===== src/rtl/srl16_fifo_ctrl_if.sv =====
// Handshake and SRL16E bank signals between srl16_fifo_ctrl and its producer, consumer and SRL bank.
interface srl16_fifo_ctrl_if #(
  parameter int unsigned WIDTH = 8
);
  logic             FLUSH;
  logic             WR_EN;
  logic             FULL;
  logic             SRL_CE;
  logic [3:0]       SRL_A;
  logic [WIDTH-1:0] SRL_Q;
  logic             RD_EN;
  logic [WIDTH-1:0] DOUT;
  logic             DOUT_VALID;
  logic [4:0]       COUNT;
  logic             ALMOST_FULL;
  logic             OVERFLOW;
  logic             UNDERFLOW;

  modport slave (
    input  FLUSH, WR_EN, SRL_Q, RD_EN,
    output FULL, SRL_CE, SRL_A, DOUT, DOUT_VALID, COUNT,
           ALMOST_FULL, OVERFLOW, UNDERFLOW
  );

  modport master (
    output FLUSH, WR_EN, SRL_Q, RD_EN,
    input  FULL, SRL_CE, SRL_A, DOUT, DOUT_VALID, COUNT,
           ALMOST_FULL, OVERFLOW, UNDERFLOW
  );
endinterface


===== src/rtl/srl16_fifo_ctrl.sv =====
// Sequencer running an external SRL16E bank as a 16-deep FIFO with a FWFT output register (17 words).
// Define SRL16_FIFO_STATUS_EN to build ALMOST_FULL / OVERFLOW / UNDERFLOW; otherwise they are tied low.
module srl16_fifo_ctrl #(
  parameter int unsigned WIDTH       = 8,
  parameter int unsigned AFULL_LEVEL = 14
) (
  input  logic             CLK,
  input  logic             RST,
  srl16_fifo_ctrl_if.slave bus
);
  localparam int unsigned OCC_W  = 5;
  localparam int unsigned ADDR_W = 4;
  localparam logic [OCC_W-1:0] SRL_DEPTH = OCC_W'(16);

  if (AFULL_LEVEL < 1 || AFULL_LEVEL > 17) begin : g_afull_level_range
    $error("AFULL_LEVEL must lie in 1..17");
  end

  logic [OCC_W-1:0]  occ_q, occ_d;
  logic              dout_valid_q, dout_valid_d;
  logic [WIDTH-1:0]  dout_q, dout_d;
  logic [ADDR_W-1:0] srl_a_q, srl_a_d;
  logic              full_q, full_d;
  logic [OCC_W-1:0]  count_q, count_d;
  logic              wr_ok;
  logic              ld;

  // Handshake decode, occupancy and output-register next state
  always_comb begin
    wr_ok        = bus.WR_EN & (occ_q != SRL_DEPTH) & ~bus.FLUSH;
    ld           = (occ_q != '0) & (~dout_valid_q | bus.RD_EN) & ~bus.FLUSH;
    occ_d        = occ_q;
    dout_d       = dout_q;
    dout_valid_d = dout_valid_q;

    if (bus.FLUSH) begin
      occ_d        = '0;
      dout_valid_d = 1'b0;
    end else begin
      if (wr_ok && !ld) begin
        occ_d = occ_q + OCC_W'(1);
      end else if (ld && !wr_ok) begin
        occ_d = occ_q - OCC_W'(1);
      end
      if (ld) begin
        dout_d       = bus.SRL_Q;
        dout_valid_d = 1'b1;
      end else if (bus.RD_EN && dout_valid_q) begin
        dout_valid_d = 1'b0;
      end
    end

    // Address is registered so SRL_Q has a full cycle to settle before the load edge
    srl_a_d = (occ_d == '0) ? '0 : ADDR_W'(occ_d - OCC_W'(1));
    full_d  = (occ_d == SRL_DEPTH);
    count_d = occ_d + OCC_W'(dout_valid_d);
  end

  always_ff @(posedge CLK or posedge RST) begin
    if (RST) begin
      occ_q        <= '0;
      dout_q       <= '0;
      dout_valid_q <= 1'b0;
      srl_a_q      <= '0;
      full_q       <= 1'b0;
      count_q      <= '0;
    end else begin
      occ_q        <= occ_d;
      dout_q       <= dout_d;
      dout_valid_q <= dout_valid_d;
      srl_a_q      <= srl_a_d;
      full_q       <= full_d;
      count_q      <= count_d;
    end
  end

  // A write presented while reset is asserted must not shift the bank
  assign bus.SRL_CE     = wr_ok & ~RST;
  assign bus.SRL_A      = srl_a_q;
  assign bus.DOUT       = dout_q;
  assign bus.DOUT_VALID = dout_valid_q;
  assign bus.FULL       = full_q;
  assign bus.COUNT      = count_q;

`ifdef SRL16_FIFO_STATUS_EN
  logic afull_q, afull_d;
  logic ovf_q, ovf_d;
  logic udf_q, udf_d;

  // Sticky error flags, cleared only by FLUSH or reset
  always_comb begin
    afull_d = (count_d >= OCC_W'(AFULL_LEVEL));
    ovf_d   = ovf_q;
    udf_d   = udf_q;
    if (bus.FLUSH) begin
      ovf_d = 1'b0;
      udf_d = 1'b0;
    end else begin
      if (bus.WR_EN && (occ_q == SRL_DEPTH)) ovf_d = 1'b1;
      if (bus.RD_EN && !dout_valid_q)        udf_d = 1'b1;
    end
  end

  always_ff @(posedge CLK or posedge RST) begin
    if (RST) begin
      afull_q <= 1'b0;
      ovf_q   <= 1'b0;
      udf_q   <= 1'b0;
    end else begin
      afull_q <= afull_d;
      ovf_q   <= ovf_d;
      udf_q   <= udf_d;
    end
  end

  assign bus.ALMOST_FULL = afull_q;
  assign bus.OVERFLOW    = ovf_q;
  assign bus.UNDERFLOW   = udf_q;
`else
  assign bus.ALMOST_FULL = 1'b0;
  assign bus.OVERFLOW    = 1'b0;
  assign bus.UNDERFLOW   = 1'b0;
`endif

endmodule

===== src/flat_wrapper.sv =====
// flat-port wrapper written by rule: the top's interface ports become plain ports
module srl16_fifo_ctrl_flat 
#(
  parameter int unsigned WIDTH       = 8,
  parameter int unsigned AFULL_LEVEL = 14
)
  (CLK, RST, bus_FLUSH, bus_WR_EN, bus_SRL_Q, bus_RD_EN, bus_FULL, bus_SRL_CE, bus_SRL_A, bus_DOUT, bus_DOUT_VALID, bus_COUNT, bus_ALMOST_FULL, bus_OVERFLOW, bus_UNDERFLOW);
  srl16_fifo_ctrl_if #(.WIDTH(WIDTH)) bus_i ();
  input  logic CLK;
  input  logic RST;
  input wire logic [$bits(bus_i.FLUSH)-1:0] bus_FLUSH;
  input wire logic [$bits(bus_i.WR_EN)-1:0] bus_WR_EN;
  input wire logic [$bits(bus_i.SRL_Q)-1:0] bus_SRL_Q;
  input wire logic [$bits(bus_i.RD_EN)-1:0] bus_RD_EN;
  output wire logic [$bits(bus_i.FULL)-1:0] bus_FULL;
  output wire logic [$bits(bus_i.SRL_CE)-1:0] bus_SRL_CE;
  output wire logic [$bits(bus_i.SRL_A)-1:0] bus_SRL_A;
  output wire logic [$bits(bus_i.DOUT)-1:0] bus_DOUT;
  output wire logic [$bits(bus_i.DOUT_VALID)-1:0] bus_DOUT_VALID;
  output wire logic [$bits(bus_i.COUNT)-1:0] bus_COUNT;
  output wire logic [$bits(bus_i.ALMOST_FULL)-1:0] bus_ALMOST_FULL;
  output wire logic [$bits(bus_i.OVERFLOW)-1:0] bus_OVERFLOW;
  output wire logic [$bits(bus_i.UNDERFLOW)-1:0] bus_UNDERFLOW;
  assign bus_i.FLUSH = bus_FLUSH;
  assign bus_i.WR_EN = bus_WR_EN;
  assign bus_i.SRL_Q = bus_SRL_Q;
  assign bus_i.RD_EN = bus_RD_EN;
  assign bus_FULL = bus_i.FULL;
  assign bus_SRL_CE = bus_i.SRL_CE;
  assign bus_SRL_A = bus_i.SRL_A;
  assign bus_DOUT = bus_i.DOUT;
  assign bus_DOUT_VALID = bus_i.DOUT_VALID;
  assign bus_COUNT = bus_i.COUNT;
  assign bus_ALMOST_FULL = bus_i.ALMOST_FULL;
  assign bus_OVERFLOW = bus_i.OVERFLOW;
  assign bus_UNDERFLOW = bus_i.UNDERFLOW;
  srl16_fifo_ctrl #(.WIDTH(WIDTH), .AFULL_LEVEL(AFULL_LEVEL)) u_core (.CLK(CLK), .RST(RST), .bus(bus_i));
endmodule

===== config.mk =====
export PLATFORM = sky130hd
export DESIGN_NAME = srl16_fifo_ctrl_flat
export DESIGN_NICKNAME = d
export VERILOG_FILES = /design/src/rtl/srl16_fifo_ctrl_if.sv /design/src/rtl/srl16_fifo_ctrl.sv /design/src/flat_wrapper.sv
export SDC_FILE = /design/constraint.sdc
export NUM_CORES = 1
export LEC_CHECK = 0
export ABC_CLOCK_PERIOD_IN_PS = 3200
export BUFFER_PORTS_ARGS = -buffer_cell sky130_fd_sc_hd__buf_2
export CAP_MARGIN = 20
export CORE_MARGIN = 4
export CORE_UTILIZATION = 35
export DETAILED_ROUTE_END_ITERATION = 8
export SYNTH_ARGS = -nofsm -noshare
export SYNTH_HDL_FRONTEND = slang
export SYNTH_SLANG_ARGS = --single-unit

===== constraint.sdc =====
create_clock -name CLK -period 3.2 [get_ports CLK]
set_input_delay 0.32 -clock CLK [delete_from_list [all_inputs] [get_ports CLK]]
set_output_delay 0.32 -clock CLK [all_outputs]
set_load 0.01 [all_outputs]

==> reports/results.ini, run 1 <==
[run_status]
result_of_the_run = complete, no violations

[detailed_routing]
detail_route.drc_violations = 0
drt-total-wl_mm = 2.727
vias_per_cell = 4.902
vias = 1054
mean_routed_wirelength_per_cell_um = 12.68
postRouteAntennaNets = 0
drt_first_pass_iters = 4
drtIter0Drc = 29

[floorplan]
chipHeight_um = 69.96
rows = 22
design.portCount = 36
start_util_pct = 36.43
die_x_um = 69.96
die-area_um2 = 4894
coreArea_um2 = 3689

[pwr]
cellPowerDensity_nw_per_um2 = 1064
power.ir.vdd_worst_mv = 0.4248
cellLeakagePower_nw = 0.8074

[sta]
worst_slew_pin_slew_ps = 883.4
totalNegativeSetupSlack_ps = 0
unrepaired_setup_endpoints_after_global_routing = no
max_slew_margin_pct = 41.04
finalSetupViolCount = 0
report.final.slew_viol_count = 0
layout_worst_path_cycle_share_pct = 87.03
period_minus_slack_ps = 2785
fmax_mhz = 359.1
timing.final.ws_setup_ps = 415.0
finalHoldViolations = 0
fin_worst_skew_ps = 5.373

[placed_design]
postPlaceCellArea_um2 = 1541
portbufs = 32
pre_cts_slack_ps = 439.5
dp.final_hpwl_mm = 2.065
routabilityCongestion = 0.8239

[grt]
pin_count_of_the_biggest_net_entering_global_routing = 25
first_global_vias = 1091
grt_overflow = 0
antenna_found_initial = 0
grtUsageTotal_pct = 12.01
grt_first_pass_wirelength_mm = 4.857

[logic_synthesis]
synth.ff_latch_count = 24
synth_enable_flop_cells = 0
syn_area_um2 = 1344
synth-warning-count = 0
netlist.top_cell.by_area = sky130_fd_sc_hd__dfrtp_1
postSynth.asyncResetShare_pct = 100.0
yosysSeqAreaShare_pct = 44.69
synth_top_flop_cell = sky130_fd_sc_hd__dfrtp_1
top_area_cell_type_share_of_the_netlist_area_pct = 44.69
postSynthAreaPerCell_um2 = 9.954
netlist-cell-type-count = 42
yosys-top-cells-area = sky130_fd_sc_hd__dfrtp_1 (45%), sky130_fd_sc_hd__nand2_1 (7.3%), sky130_fd_sc_hd__ha_1 (6.5%), sky130_fd_sc_hd__nor3_1 (3.0%), sky130_fd_sc_hd__xnor2_1 (2.6%)
synthesized_netlist_cell_count = 135

[worst_setup_path]
cp.arrival_ps = 2940
path_class = reg -> reg
cp_data_required_time_ps = 3360
critPathCaptureType = flop
start_kind = flop
crit_fanout = 7
r2r_setup_slk_ps = 420

[final_layout]
antenna_cells_inserted = 0
design_area_um2 = 1613
final_net_count = 188
drive_gt1_share_pct = 27.54
final.fill_count = 380
syn2layout_area_growth_pct = 20.02

[clock_network]
cts.sink_count = 24
post_cts.repair.setup_buffers = 0
cts-buffers-inserted = 3
maximum_buffer_depth_of_the_clock_tree = 2
cts.root.buffer_cell = sky130_fd_sc_hd__clkbuf_8
cts_tree = yes
clock_insertion_delay_worst_skew_ps = 260
clk_transition_reported_paths_ps = 80
cts_max_level = 1
hold_buffers = 0
postCtsResizedCells = 0

[hold_path]
min-delay-path-class = in -> async

[job]
cap_viol_max_count = 0

## placed cells by master (no fill, tap or decap), types with 3 or more instances in the layout
| cell type | Yosys | final |
|---|---|---|
| sky130_fd_sc_hd__dfrtp_1 | 24 | 24 |
| sky130_fd_sc_hd__mux2i_1 | 3 | 3 |
| sky130_fd_sc_hd__a211oi_1 | 3 | 3 |
| sky130_fd_sc_hd__nand2_1 | 26 | 26 |
| sky130_fd_sc_hd__inv_1 | 8 | 8 |
| sky130_fd_sc_hd__ha_1 | 7 | 7 |
| sky130_fd_sc_hd__xnor2_1 | 4 | 4 |
| sky130_fd_sc_hd__nor2b_1 | 3 | 3 |
| sky130_fd_sc_hd__buf_2 | 3 | 32 |
| sky130_fd_sc_hd__clkbuf_8 | 0 | 3 |
| sky130_fd_sc_hd__nor2_1 | 5 | 5 |
| sky130_fd_sc_hd__nand2b_1 | 4 | 4 |
| sky130_fd_sc_hd__nor3_1 | 8 | 8 |
| sky130_fd_sc_hd__conb_1 | 1 | 3 |
## per-stage QoR
step	instances	util [%]	power, W	hold WS, ps
after CTS	215	43.72	0.001743	243.7
final	215	43.72	0.001716	247.8
after global routing	215	43.72	0.001883	254.7
after global placement	211	41.79	0.001458	452.7
after detailed placement	211	41.79	0.001470	463.5
after floorplan	137	-	0.001204	334.6
## layer usage
metal | vias up | GRT usage [%] | routed length (um)
li1 | 522 | - | -
met1 | 501 | 14.72 | 1179
met2 | 29 | 20.67 | 1352
met3 | 2 | 4.604 | 187
met4 | 0 | 1.277 | 8
met5 | - | 0 | 0
## cells by family after synthesis
| kind of cell | synth area share (%) |
|---|---|
| AO/OA/AOI/OAI | 11.27 |
| multiplexers | 3.352 |
| XOR/XNOR | 3.911 |
| adder cells (fa/ha/maj) | 6.517 |
| buffers and inverters | 5.586 |
| other | 0.2791 |
| flip-flops | 44.69 |
| AND/OR/NAND/NOR | 24.39 |
## cell type report
class / count / area, um2 / share of cell area (%)
Clock buffer: 3 / 41.29 / 2.560
Sequential cell: 24 / 600.6 / 37.24
Inverter: 8 / 30.03 / 1.862
Multi-Input combinational cell: 97 / 675.6 / 41.89
Tap cell: 48 / 60.06 / 3.724
Clock inverter: 1 / 30.03 / 1.862
Timing Repair Buffer: 34 / 175.2 / 10.86
## synthesized netlist by cell type (2+ instances only)
cell	count
sky130_fd_sc_hd__nand2b_1	4
sky130_fd_sc_hd__mux2i_1	3
sky130_fd_sc_hd__buf_2	3
sky130_fd_sc_hd__nor2b_1	3
sky130_fd_sc_hd__o21ai_0	2
sky130_fd_sc_hd__nand4b_1	2
sky130_fd_sc_hd__nand4_1	2
sky130_fd_sc_hd__a211oi_1	3
sky130_fd_sc_hd__nor4_1	2
sky130_fd_sc_hd__xnor2_1	4
sky130_fd_sc_hd__inv_1	8
sky130_fd_sc_hd__xor2_1	2
sky130_fd_sc_hd__nor2_1	5
sky130_fd_sc_hd__ha_1	7
sky130_fd_sc_hd__nand2_1	26
sky130_fd_sc_hd__buf_4	3
sky130_fd_sc_hd__nor3_1	8
sky130_fd_sc_hd__dfrtp_1	24
## worst max-delay path: stages (launching register included)
cell and delay, ps:
sky130_fd_sc_hd__dfrtp_1 450, sky130_fd_sc_hd__inv_1 130, sky130_fd_sc_hd__ha_1 270, sky130_fd_sc_hd__and4bb_2 280, sky130_fd_sc_hd__nor2_2 270, sky130_fd_sc_hd__xnor2_1 180, sky130_fd_sc_hd__xnor2_1 80, sky130_fd_sc_hd__nor2_1 250
sky130_fd_sc_hd__inv_1 120, sky130_fd_sc_hd__ha_1 230, sky130_fd_sc_hd__inv_1 90, sky130_fd_sc_hd__o21bai_1 80, sky130_fd_sc_hd__o41ai_1 250
## state kept, by name (all words and copies together) (netlist names)
register,count
u_core.bus.COUNT,5
u_core.bus.DOUT,8
u_core.bus.DOUT_VALID,1
u_core.bus.FULL,1
u_core.bus.SRL_A,4
u_core.occ_q,5
## path summary, 6_finish.rpt
check	start	depth (start not counted)	end
worst min register to register	u_core.bus.DOUT[1]$_DFFE_PP0P_	2	u_core.bus.DOUT[1]$_DFFE_PP0P_
max in group asynchronous	RST	2	u_core.occ_q[3]$_DFF_PP0_
worst max-delay path	u_core.occ_q[0]$_DFF_PP0_	12	u_core.bus.SRL_A[3]$_DFF_PP0_
worst min-delay path	RST	2	u_core.occ_q[4]$_DFF_PP0_
min in group CLK	bus_SRL_Q[4]	3	u_core.bus.DOUT[4]$_DFFE_PP0P_
worst max register to register	u_core.occ_q[0]$_DFF_PP0_	12	u_core.bus.SRL_A[3]$_DFF_PP0_
## power by group
part | leakage [nW] | internal (W) | switching, W | total, W
clock network | 0.0357 | 0.000167 | 0.0000879 | 0.000255
registers | 0.309 | 0.000449 | 0.0000996 | 0.000549
logic | 0.462 | 0.000385 | 0.000527 | 0.000912
Power figures use the tool's default switching activity.
==> run 2, diff against run 1 <==
--- a/config.mk
+++ b/config.mk
@@ -9,7 +9,7 @@
 export BUFFER_PORTS_ARGS = -buffer_cell sky130_fd_sc_hd__buf_2
 export CAP_MARGIN = 20
 export CORE_MARGIN = 4
-export CORE_UTILIZATION = 35
+export CORE_UTILIZATION = 25
 export DETAILED_ROUTE_END_ITERATION = 8
 export SYNTH_ARGS = -nofsm -noshare
 export SYNTH_HDL_FRONTEND = slang
==> reports/results.ini, run 2 (synthesized netlist as in run 1, its figures left out) <==
[hold_path]
min-delay-path-class = in -> async  ; unchanged

[grt]
antenna_found_initial = 0  ; unchanged
first_global_vias = 1018  ; was 1,091
pin_count_of_the_biggest_net_entering_global_routing = 25  ; unchanged
grt_overflow = 0  ; unchanged
grtUsageTotal_pct = 9.592  ; was 12.01%
grt_first_pass_wirelength_mm = 4.933  ; was 4.857 mm

[floorplan]
design.portCount = 36  ; unchanged
coreArea_um2 = 5172  ; was 3689 um2
rows = 26  ; was 22
die_x_um = 81.32  ; was 69.96 um
start_util_pct = 25.98  ; was 36.43%
chipHeight_um = 81.32  ; was 69.96 um
die-area_um2 = 6612  ; was 4894 um2

[worst_setup_path]
cell_type_group_with_the_largest_total_delay_on_the_critical_path = simple AND/OR/NAND/NOR gates  ; unchanged
critPathCaptureType = flop  ; unchanged
worst-path-buf-inv = 3  ; unchanged
start_kind = flop  ; unchanged
r2r_setup_slk_ps = 370  ; was 420 ps
timing.critical_path.mode_cell = sky130_fd_sc_hd__inv_1  ; unchanged
max_stage_delay_on_crit_path_ps = 450  ; about the same
path_class = reg -> reg  ; unchanged
critical_path.slowest_cell = sky130_fd_sc_hd__dfrtp_1  ; unchanged
cp.arrival_ps = 2980  ; was 2940 ps
cp_data_required_time_ps = 3340  ; was 3360 ps
timing.critical_path.cells = inv_1 -> ha_1 -> nor4b_4 -> nor3_1 -> xnor2_1 -> xnor2_1 -> nor2_1 -> inv_1 -> ha_1 -> inv_1 -> o21bai_1 -> o41ai_1  ; was inv_1 -> ha_1 -> and4bb_2 -> nor2_2 -> xnor2_1 -> xnor2_1 -> nor2_1 -> inv_1 -> ha_1 -> inv_1 -> o21bai_1 -> o41ai_1
crit_fanout = 7  ; unchanged

[clock_network]
cts-buffers-inserted = 3  ; unchanged
cts_tree = yes  ; unchanged
hold_buffers = 0  ; unchanged
clock_insertion_delay_worst_skew_ps = 270  ; was 260 ps
cts_max_level = 1  ; unchanged
clk_transition_reported_paths_ps = 90  ; was 80 ps
cts.root.buffer_cell = sky130_fd_sc_hd__clkbuf_8  ; unchanged
maximum_buffer_depth_of_the_clock_tree = 2  ; unchanged
cts.sink_count = 24  ; unchanged

[detailed_routing]
drtIter0Drc = 11  ; was 29
drt_first_pass_iters = 4  ; unchanged
vias_per_cell = 4.391  ; was 4.902
mean_routed_wirelength_per_cell_um = 12.83  ; was 12.68 um
detail_route.drc_violations = 0  ; unchanged
drt-total-wl_mm = 3.054  ; was 2.727 mm
postRouteAntennaNets = 0  ; unchanged
vias = 1045  ; was 1,054

[run_status]
result_of_the_run = complete, no violations  ; unchanged

[sta]
finalHoldViolations = 0  ; unchanged
period_minus_slack_ps = 2835  ; was 2785 ps
fmax_mhz = 352.7  ; was 359.1 MHz
layout_worst_path_cycle_share_pct = 88.59  ; was 87.03%
totalNegativeSetupSlack_ps = 0  ; unchanged
finalSetupViolCount = 0  ; unchanged
timing.hold.ws_ps = 38.22  ; was 247.8 ps
unrepaired_setup_endpoints_after_global_routing = no  ; unchanged
fin_worst_skew_ps = 7.089  ; was 5.373 ps
report.final.slew_viol_count = 0  ; unchanged
timing.final.ws_setup_ps = 365.1  ; was 415.0 ps

[pwr]
power.ir.vdd_worst_mv = 0.4603  ; was 0.4248 mV
cellPowerDensity_nw_per_um2 = 1037  ; was 1064 nW/um2
cellLeakagePower_nw = 0.8178  ; was 0.8074 nW

[final_layout]
largest_register_ff_count = 8  ; unchanged
sequential_cell_area_um2 = 600.6  ; unchanged
drive_gt1_share_pct = 28.57  ; was 27.54%
layout.cells.most_common_list = sky130_fd_sc_hd__buf_2 (32), sky130_fd_sc_hd__nand2_1 (26), sky130_fd_sc_hd__dfrtp_1 (24)  ; unchanged
layout.cells.most_common = sky130_fd_sc_hd__buf_2  ; unchanged
syn2layout_area_growth_pct = 23.37  ; was 20.02%
final.fill_count = 532  ; was 380
final_net_count = 189  ; was 188
multi_input_combinational_cell_area_um2 = 694.4  ; was 675.6 um2
antenna_cells_inserted = 0  ; unchanged
design_area_um2 = 1658  ; was 1613 um2

[job]
cap_viol_max_count = 0  ; unchanged

[placed_design]
dp.final_hpwl_mm = 2.226  ; was 2.065 mm
portbufs = 32  ; unchanged
routabilityCongestion = 0.8025  ; was 0.8239
postPlaceCellArea_um2 = 1569  ; was 1541 um2
pre_cts_slack_ps = 309.1  ; was 439.5 ps

==> run 2: cell count changes in the layout (fill, tap and decap cells not counted), sizes merged <==
cell / delta
bufinv: -1
buf: +1
clkbuf: +1
==> run 2: power breakdown <==
part	leakage [nW]	switching (W)	internal (W)	total (W)
Combinational	0.480	0.000549	0.000413	0.000962
Sequential	0.309	0.000101	0.000448	0.000550
Clock	0.0288	0.0000979	0.000110	0.000208
Total	0.818	0.000748	0.000971	0.00172
==> run 2: routing by layer <==
metal  up-vias  share of wire (%)  GRT usage [%]
met2        17                 49          15.31
li1        526                  -              -
met3         5                2.3         0.8869
met1       497                 46          12.75
met5         -                  0              0
met4         0                1.9          5.068
==> run 2: metrics by stage <==
step | total power, W | instances | utilization [%]
final | 0.001719 | 238 | 32.05
after global routing | 0.001886 | 238 | 32.05
after CTS | 0.001697 | 237 | 31.40
after detailed placement | 0.001481 | 233 | 30.33
after global placement | 0.001475 | 233 | 30.33
after floorplan | 0.001204 | 137 | -
==> run 2: final cells by class <==
type                    count  area share [%]
flip-flops and latches     24           36.23
well taps                  70           5.283
multi-input cells          97           41.89
inverters                   8           1.811
clock buffers               4           3.321
repair buffers             35           11.47
==> run 2: repair_timing <==
action,4_1_cts,5_1_grt
buffers inserted,0,0
gates resized for setup,0,3
setup endpoints to repair,0,1
endpoints found under the hold margin,0,0
==> run 2: path summary, 6_finish.rpt <==
kind                                                start                              to  cells past startpoint
max                             u_core.occ_q[0]$_DFF_PP0_   u_core.bus.SRL_A[3]$_DFF_PP0_                     12
min                                                   RST  u_core.bus.DOUT[0]$_DFFE_PP0P_                      2
max reg2reg                     u_core.occ_q[0]$_DFF_PP0_   u_core.bus.SRL_A[3]$_DFF_PP0_                     12
min reg2reg                u_core.bus.DOUT[3]$_DFFE_PP0P_  u_core.bus.DOUT[3]$_DFFE_PP0P_                      2
max in group asynchronous                             RST   u_core.bus.COUNT[0]$_DFF_PP0_                      3
min in group CLK                             bus_SRL_Q[1]  u_core.bus.DOUT[1]$_DFFE_PP0P_                      3
==> run 2: worst register-to-register path: cells and delay by family (launching register included) <==
| family | cells | cell delay, ps |
|---|---|---|
| buffers and inverters | 3 | 360 |
| adder cells (fa/ha/maj) | 2 | 500 |
| AND/OR/NAND/NOR | 3 | 670 |
| AO/OA/AOI/OAI | 2 | 400 |
| XOR/XNOR | 2 | 320 |
| flip-flops | 1 | 450 |
